`src/rtl/move_arbiter.sv`:
```
// Button front-end for the room-navigation FSM: arbitrates N/S/E/W presses into one strobe per press,
// waits for release, applies a cooldown, tracks the vorpal flag and counts moves. Define ROUND_ROBIN_EN for rotating priority.
module move_arbiter #(
    parameter int COOLDOWN_CYCLES = 4,
    parameter int CNT_W           = 8
) (
    input  logic             clk,
    input  logic             reset,
    input  logic             btn_n,
    input  logic             btn_s,
    input  logic             btn_e,
    input  logic             btn_w,
    input  logic             in_stash,
    input  logic             game_over,
    output logic             n,
    output logic             s,
    output logic             e,
    output logic             w,
    output logic             v,
    output logic             busy,
    output logic [CNT_W-1:0] moves
);

    localparam int CW = (COOLDOWN_CYCLES > 1) ? $clog2(COOLDOWN_CYCLES) : 1;

    typedef enum logic [1:0] {
        IDLE     = 2'd0,
        ISSUE    = 2'd1,
        WAIT_REL = 2'd2,
        COOL     = 2'd3
    } state_t;

    state_t           r_state;
    state_t           w_state_nxt;
    logic [CW-1:0]    r_cnt;
    logic [CW-1:0]    w_cnt_nxt;
    logic [1:0]       r_grant;
    logic [1:0]       w_pick;
    logic [3:0]       w_btn;
    logic             w_any;
    logic             w_grant_en;
    logic             w_issue;
    logic [CNT_W-1:0] r_moves;
    logic             r_v;

    // Bit index doubles as the direction code: 0=N, 1=S, 2=E, 3=W.
    assign w_btn      = {btn_w, btn_e, btn_s, btn_n};
    assign w_any      = |w_btn;
    assign w_grant_en = (r_state == IDLE) && !game_over && w_any;

`ifdef ROUND_ROBIN_EN
    logic [1:0] r_rr;
    logic [1:0] w_idx;

    // Walk from the farthest candidate back to r_rr so the closest pressed button wins.
    always_comb begin
        w_pick = r_rr;
        w_idx  = r_rr;
        for (int k = 3; k >= 0; k--) begin
            w_idx = r_rr + 2'(k);
            if (w_btn[w_idx]) begin
                w_pick = w_idx;
            end
        end
    end

    always_ff @(posedge clk) begin
        if (reset) begin
            r_rr <= 2'd0;
        end else if (w_grant_en) begin
            r_rr <= w_pick + 2'd1;
        end
    end
`else
    always_comb begin
        w_pick = 2'd3;
        if (btn_n) begin
            w_pick = 2'd0;
        end else if (btn_s) begin
            w_pick = 2'd1;
        end else if (btn_e) begin
            w_pick = 2'd2;
        end
    end
`endif

    always_comb begin
        w_state_nxt = r_state;
        w_cnt_nxt   = r_cnt;
        if (game_over) begin
            w_state_nxt = IDLE;
        end else begin
            case (r_state)
                IDLE: begin
                    if (w_any) begin
                        w_state_nxt = ISSUE;
                    end
                end
                ISSUE: begin
                    w_state_nxt = WAIT_REL;
                end
                WAIT_REL: begin
                    if (!w_any) begin
                        if (COOLDOWN_CYCLES == 0) begin
                            w_state_nxt = IDLE;
                        end else begin
                            w_state_nxt = COOL;
                            w_cnt_nxt   = CW'(COOLDOWN_CYCLES - 1);
                        end
                    end
                end
                COOL: begin
                    if (r_cnt == '0) begin
                        w_state_nxt = IDLE;
                    end else begin
                        w_cnt_nxt = r_cnt - CW'(1);
                    end
                end
                default: begin
                    w_state_nxt = IDLE;
                end
            endcase
        end
    end

    always_ff @(posedge clk) begin
        if (reset) begin
            r_state <= IDLE;
            r_cnt   <= '0;
        end else begin
            r_state <= w_state_nxt;
            r_cnt   <= w_cnt_nxt;
        end
    end

    // Grant is pure data: it is only observed while in ISSUE, which always follows a load.
    always_ff @(posedge clk) begin
        if (w_grant_en) begin
            r_grant <= w_pick;
        end
    end

    always_ff @(posedge clk) begin
        if (reset) begin
            r_moves <= '0;
            r_v     <= 1'b0;
        end else begin
            if (in_stash) begin
                r_v <= 1'b1;
            end
            if ((r_state == ISSUE) && !game_over && (r_moves != '1)) begin
                r_moves <= r_moves + CNT_W'(1);
            end
        end
    end

    // game_over masks the strobe in the same cycle, so a pending grant never leaks out.
    assign w_issue = (r_state == ISSUE) && !game_over;
    assign n       = w_issue && (r_grant == 2'd0);
    assign s       = w_issue && (r_grant == 2'd1);
    assign e       = w_issue && (r_grant == 2'd2);
    assign w       = w_issue && (r_grant == 2'd3);
    assign v       = r_v;
    assign busy    = (r_state != IDLE);
    assign moves   = r_moves;

endmodule
```
`config.mk`:
```
export PLATFORM = sky130hd
export DESIGN_NAME = move_arbiter
export DESIGN_NICKNAME = d
export VERILOG_FILES = /design/src/rtl/move_arbiter.sv
export SDC_FILE = /design/constraint.sdc
export NUM_CORES = 1
export LEC_CHECK = 0
export CELL_PAD_IN_SITES_DETAIL_PLACEMENT = 0
export CELL_PAD_IN_SITES_GLOBAL_PLACEMENT = 1
export CORE_MARGIN = 2
export CORE_UTILIZATION = 37
export CTS_CLUSTER_SIZE = 8
export DETAILED_ROUTE_END_ITERATION = 12
export PLACE_DENSITY_LB_ADDON = 0.08
export RECOVER_POWER = 100
export SETUP_SLACK_MARGIN = 0.5
export SYNTH_ARGS = -nofsm -noshare
export SYNTH_HDL_FRONTEND = slang
export SYNTH_SLANG_ARGS = --single-unit
export TNS_END_PERCENT = 20
```
`constraint.sdc`:
```
create_clock -name clk -period 3.35 [get_ports clk]
set_input_delay 0.5025 -clock clk [delete_from_list [all_inputs] [get_ports clk]]
set_output_delay 0.5025 -clock clk [all_outputs]
set_load 0.005 [all_outputs]
```
==> results.sh, run 1 <==
export IMPL_crit_type="input port to primary output"
export IMPL_fin_area_sq_um=1110
export IMPL_fin_crit_ns=2.86
export IMPL_setup_tns_ns=0
export IMPL_start_util=0.389
export IMPL_hold_path_class="register to register"
export IMPL_nNetsFinal=133
export IMPL_synth_async_reset_ratio=0
export IMPL_synthTopCellsByCount="dfxtp_1 (13), inv_1 (8), ha_1 (7), nor2_1 (7)"
export IMPL_syn_inst=94
export IMPL_place_hpwl_mm=1.31
export IMPL_fin_crit_sh=0.853
export IMPL_slowest_stage="dlygate4sd3_1"
export IMPL_die_w_um=52.0
export IMPL_cp_num_buf_inv=2
export IMPL_drt_total_wl_mm=1.74
export IMPL_slew_viol_final=0
export IMPL_synth_most_common_cell="dfxtp_1"
export IMPL_crit_top_cell="dlygate4sd3_1"
export IMPL_final_cells=145
export IMPL_port_buffer_count=21
export IMPL_cts_buffer_depth=2
export IMPL_post_cts_buffers=0
export IMPL_grt_pass1_vias=713
export IMPL_clkLatencyLatePin_ns=0.27
export IMPL_synth_distinct_cells=33
export IMPL_dpl_instance_area_sq_um=1090
export IMPL_drive_above_1_share=0.0342
export IMPL_synth_area_per_cell_sq_um=9.06
export IMPL_synth_nets=109
export IMPL_grt_pass1_wl_mm=2.95
export IMPL_yosys_top_cells_area="dfxtp_1 (31%), ha_1 (10%), edfxtp_1 (7.0%), nand2b_1 (3.7%), mux2i_1 (3.5%)"
export IMPL_yosysTopAreaCellShare=0.305
export IMPL_ant_nets=0
export IMPL_synth_edf_count=2
export IMPL_ios=22
export IMPL_finalHoldViolCount=0
export IMPL_track_usage=0.147
export IMPL_finClkSkew_ns=0.00145
export IMPL_cp_arrival_ns=2.35
export IMPL_cts_root_buf="clkbuf_4"
export IMPL_p_leak_nw=0.456
export IMPL_powerDensity_nw_per_um2=305
export IMPL_synth_top_area_cell="dfxtp_1"
export IMPL_overflow=0
export IMPL_ys_warn_count=0
export IMPL_drt_iter0_drc=26
export IMPL_critical_path_required_ns=2.85
export IMPL_cts_sinks=15
export IMPL_synth_area_sq_um=852
export IMPL_clkTransAtPathRegs_ns=0.09
export IMPL_area_growth_pct=30.2
export IMPL_slowest_delay_ns=0.64
export IMPL_num_vias=776
export IMPL_vdd_drop_max_v=0.000255
export IMPL_antenna_found_initial=0
export IMPL_firstDrtPassIters=4
export IMPL_die_y_um=52.0
export IMPL_rows=17
export IMPL_crit_chain="dlygate4sd3_1, nor2b_1, nor3b_1, dlygate4sd3_1"
export IMPL_placed_cells=141
export IMPL_cp_start_kind="input port"
export IMPL_drv_cap=0
export IMPL_grt_max_degree=16
export IMPL_diodes=0
export IMPL_max_slew_margin_rel=0.660
export IMPL_place_ws_ns=0.639
export IMPL_status="completed"
export IMPL_fmax_ghz=0.350
export IMPL_final_util=0.507
export IMPL_post_route_drc_count=0
export IMPL_wire_per_inst_um=12.0
export IMPL_setup_viol=0
export IMPL_rsz0062_at_grt="no"
export IMPL_worst_pin_slew_ns=0.509
export IMPL_cp_max_fo=8
export IMPL_core_area_sq_um=2190
export IMPL_cts_tree="yes"
export IMPL_synth_seq_cells=15
export IMPL_synthFlopType="dfxtp_1"
export IMPL_die_area_sq_um=2700
export IMPL_routed_via_density=5.35
export IMPL_ys_seq_area_frac=0.376
export IMPL_end_kind="primary output"
export IMPL_timing_final_ws_setup_ns=0.493
export IMPL_crit_family="buffers and inverters"
export IMPL_place_congestion=0.764
export IMPL_htree_levels=1
export IMPL_numCtsBuffers=3
sequential cells by signal (all words and copies together), names as in the netlist:
| name | count |
|---|---|
| v | 1 |
| moves | 8 |
| r_grant | 2 |
| r_state | 2 |
| r_cnt | 2 |
path summary, 6_finish.rpt:
kind / startpoint / to / slack (ns) / depth (start not counted)
worst min-delay path: v$_SDFFE_PP0P_ / v$_SDFFE_PP0P_ / 0.47 / 2
worst min register to register: v$_SDFFE_PP0P_ / v$_SDFFE_PP0P_ / 0.47 / 2
worst max register to register: r_state[1]$_SDFFE_PP0P_ / moves[0]$_SDFFE_PP0P_ / 1.65 / 5
worst max-delay path: game_over / n / 0.49 / 4
placed cells by master (no fill, tap or decap), types with 4 or more instances in the layout:
master / count
inv_1: 8
nor3_1: 6
a21oi_1: 4
nand2b_1: 5
dlygate4sd3_1: 17
ha_1: 7
clkdlybuf4s50_1: 4
dfxtp_1: 13
nand2_1: 6
nor2_1: 7
cell families after synthesis:
kind of cell,synth area share
DFF,0.376
adders and majority gates,0.103
AOI/OAI and AO/OA,0.186
and+or+nand+nor,0.242
buffers and inverters,0.0441
muxes,0.0485
per-stage QoR:
| step | hold slack, ns | power (mW) |
|---|---|---|
| 6_report | 0.474 | 0.338 |
| 2_1_floorplan | 0.456 | 0.220 |
| 3_3_place_gp | 0.450 | 0.244 |
| 4_1_cts | 0.488 | 0.351 |
| 3_5_place_dp | 0.466 | 0.245 |
| 5_1_grt | 0.518 | 0.360 |
what timing repair did:
action                                  CTS  global route
endpoints found under the setup margin    0             2
gates resized for setup                   0             1
hold buffers                              0             0
cell type report:
class                      instances  area (sq um)
fill                             217          1080
inverter                           8          30.0
tap                               28          35.0
timing repair buffer              21           210
multi-input combinational         69           488
sequential                        15           320
clock buffer                       4          26.3
layer usage:
| metal | global-route usage | wire (um) | vias up |
|---|---|---|---|
| li1 | - | - | 399 |
| met1 | 0.186 | 831 | 363 |
| met2 | 0.243 | 838 | 12 |
| met3 | 0.0345 | 53 | 2 |
| met4 | 0.0526 | 14 | 0 |
| met5 | 0 | 0 | - |
power by group:
part | total (mW) | switching, mW | internal, mW
sequential | 0.193 | 0.00499 | 0.188
clock | 0.101 | 0.0549 | 0.0461
combinational | 0.0435 | 0.0206 | 0.0229
total | 0.338 | 0.0805 | 0.257
worst reg2reg max path, cell delays in order, from the launching register on:
cell,delay [ns]
dfxtp_1,0.34
inv_1,0.10
ha_1,0.19
nor2b_1,0.40
o21a_1,0.23
mux2_2,0.33
Power figures use the tool's default switching activity.
==> run 2: changes to the inputs <==
Settings changed: ABC_AREA set to 0, CORE_ASPECT_RATIO set to 1.75.
==> run 2 against run 1 <==
Sequential power about the same. First-iteration DRC count decreased by 65%. Hold slack got worse by 0.0091 ns. Fmax increased by 1.1%. Clock skew about the same.
==> results.sh, run 2 (synthesized netlist as in run 1, its figures left out) <==
export IMPL_wire_per_inst_um=12.9
export IMPL_regToRegEndpoint="moves[0]$_SDFFE_PP0P_"
export IMPL_crit_family="buffers and inverters"
export IMPL_firstDrtPassIters=3
export IMPL_final_common_cell="dlygate4sd3_1"
export IMPL_power_frac_clock=0.386
export IMPL_post_cts_buffers=0
export IMPL_slowest_delay_ns=0.64
export IMPL_place_hpwl_mm=1.46
export IMPL_combPwrFrac=0.114
export IMPL_grt_pass1_wl_mm=3.04
export IMPL_min_to="v$_SDFFE_PP0P_"
export IMPL_die_area_sq_um=2720
export IMPL_fin_crit_ns=2.83
export IMPL_dpl_instance_area_sq_um=1090
export IMPL_cp_arrival_ns=2.32
export IMPL_final_cells=142
export IMPL_fin_crit_sh=0.844
export IMPL_drt_total_wl_mm=1.83
export IMPL_clkTransAtPathRegs_ns=0.06
export IMPL_cts_root_buf="clkbuf_8"
export IMPL_slew_viol_final=0
export IMPL_max_slew_margin_rel=0.630
export IMPL_finalHoldViolCount=0
export IMPL_ant_nets=0
export IMPL_fmax_ghz=0.354
export IMPL_slowest_stage="dlygate4sd3_1"
export IMPL_status="completed"
export IMPL_hold_path_class="register to register"
export IMPL_end_kind="primary output"
export IMPL_p_sw_mw=0.0930
export IMPL_crit_type="input port to primary output"
export IMPL_nNetsFinal=133
export IMPL_rows=23
export IMPL_rsz0062_at_grt="no"
export IMPL_post_cts_resized=0
export IMPL_rr_startpoint="r_state[1]$_SDFFE_PP0P_"
export IMPL_port_buffer_count=21
export IMPL_die_w_um=40.3
export IMPL_grt_pass1_vias=722
export IMPL_drt_iter0_drc=9
export IMPL_vdd_drop_max_v=0.000228
export IMPL_timing_final_ws_setup_ns=0.523
export IMPL_rrSetupSlack_ns=1.63
export IMPL_p_leak_nw=0.467
export IMPL_grt_max_degree=16
export IMPL_setup_tns_ns=0
export IMPL_intPower_mw=0.294
export IMPL_final_cell_mix="dlygate4sd3_1 (17), dfxtp_1 (13), inv_1 (8), nor2_1 (7), ha_1 (7)"
export IMPL_drv_cap=0
export IMPL_ios=22
export IMPL_seqPwrFrac=0.501
export IMPL_clkLatencyLatePin_ns=0.25
export IMPL_critical_path_required_ns=2.85
export IMPL_placed_cells=138
export IMPL_die_y_um=67.5
export IMPL_drive_above_1_share=0.0427
export IMPL_largest_reg_flops=8
export IMPL_crit_chain="dlygate4sd3_1, nor2b_1, nor3b_1, dlygate4sd3_1"
export IMPL_numCtsBuffers=3
export IMPL_htree_levels=1
export IMPL_core_area_sq_um=2240
export IMPL_worst_pin_slew_ns=0.555
export IMPL_routed_via_density=5.46
export IMPL_start_util=0.380
export IMPL_antenna_found_initial=0
export IMPL_powerDensity_nw_per_um2=344
export IMPL_cts_sinks=15
export IMPL_num_vias=775
export IMPL_cp_num_buf_inv=2
export IMPL_worstHoldStart="v$_SDFFE_PP0P_"
export IMPL_switching_share=0.240
export IMPL_cts_buffer_depth=2
export IMPL_rr_worst_depth=5
export IMPL_track_usage=0.166
export IMPL_post_route_drc_count=0
export IMPL_worst_hold_path_num_cells=2
export IMPL_cp_max_fo=8
export IMPL_cts_tree="yes"
export IMPL_diodes=0
export IMPL_crit_top_cell="dlygate4sd3_1"
export IMPL_setup_viol=0
export IMPL_area_growth_pct=32.2
export IMPL_finClkSkew_ns=0.00170
export IMPL_place_ws_ns=0.668
export IMPL_cts_hold_buf=0
export IMPL_cp_start_kind="input port"
export IMPL_overflow=0
export IMPL_fin_area_sq_um=1130
export IMPL_place_congestion=0.673
==> run 2: cell type report <==
cell class	instances	area (sq um)
multi-input cells	69	488
fillers	232	1120
clock inverters	1	5.00
clock buffers	3	41.3
inverters	8	30.0
repair buffers	21	210
well taps	25	31.3
flip-flops and latches	15	320
==> run 2: per-layer routing <==
metal,vias up,share of wire,GRT usage
li1,396,-,-
met1,363,0.39,0.171
met2,12,0.56,0.284
met3,4,0.023,0.0296
met4,0,0.026,0.113
met5,-,0,0
==> run 2: through the flow <==
step | util | hold slack [ns] | total power [mW]
after floorplan | - | 0.456 | 0.220
after global placement | 0.484 | 0.450 | 0.245
after detailed placement | 0.484 | 0.468 | 0.245
after CTS | 0.504 | 0.479 | 0.397
after global routing | 0.502 | 0.528 | 0.408
final | 0.502 | 0.465 | 0.387
==> run 2: how the worst max path moves through the flow <==
stage               cells past startpoint  endpoint  slack, ns                    start
global placement                        4         n       0.69                game_over
finish                                  4         n       0.52                game_over
CTS                                     4         n       0.67                game_over
floorplan                               4         n       1.74  r_state[1]$_SDFFE_PP0P_
global route                            4         n       0.33                game_over
detailed placement                      4         n       0.67                game_over
==> run 2: power by group through the flow <==
stage	Sequential, mW	Combinational, mW	Clock (mW)
6_report	0.194	0.0440	0.149
5_1_grt	0.195	0.0502	0.163
4_1_cts	0.194	0.0477	0.156
3_5_place_dp	0.198	0.0472	0
3_3_place_gp	0.198	0.0469	0
2_1_floorplan	0.197	0.0234	0
==> run 2: worst min-delay path, stage by stage (launching register included) <==
cell	delay, ns
dfxtp_1	0.32
nor2_1	0.05
nor2_1	0.07
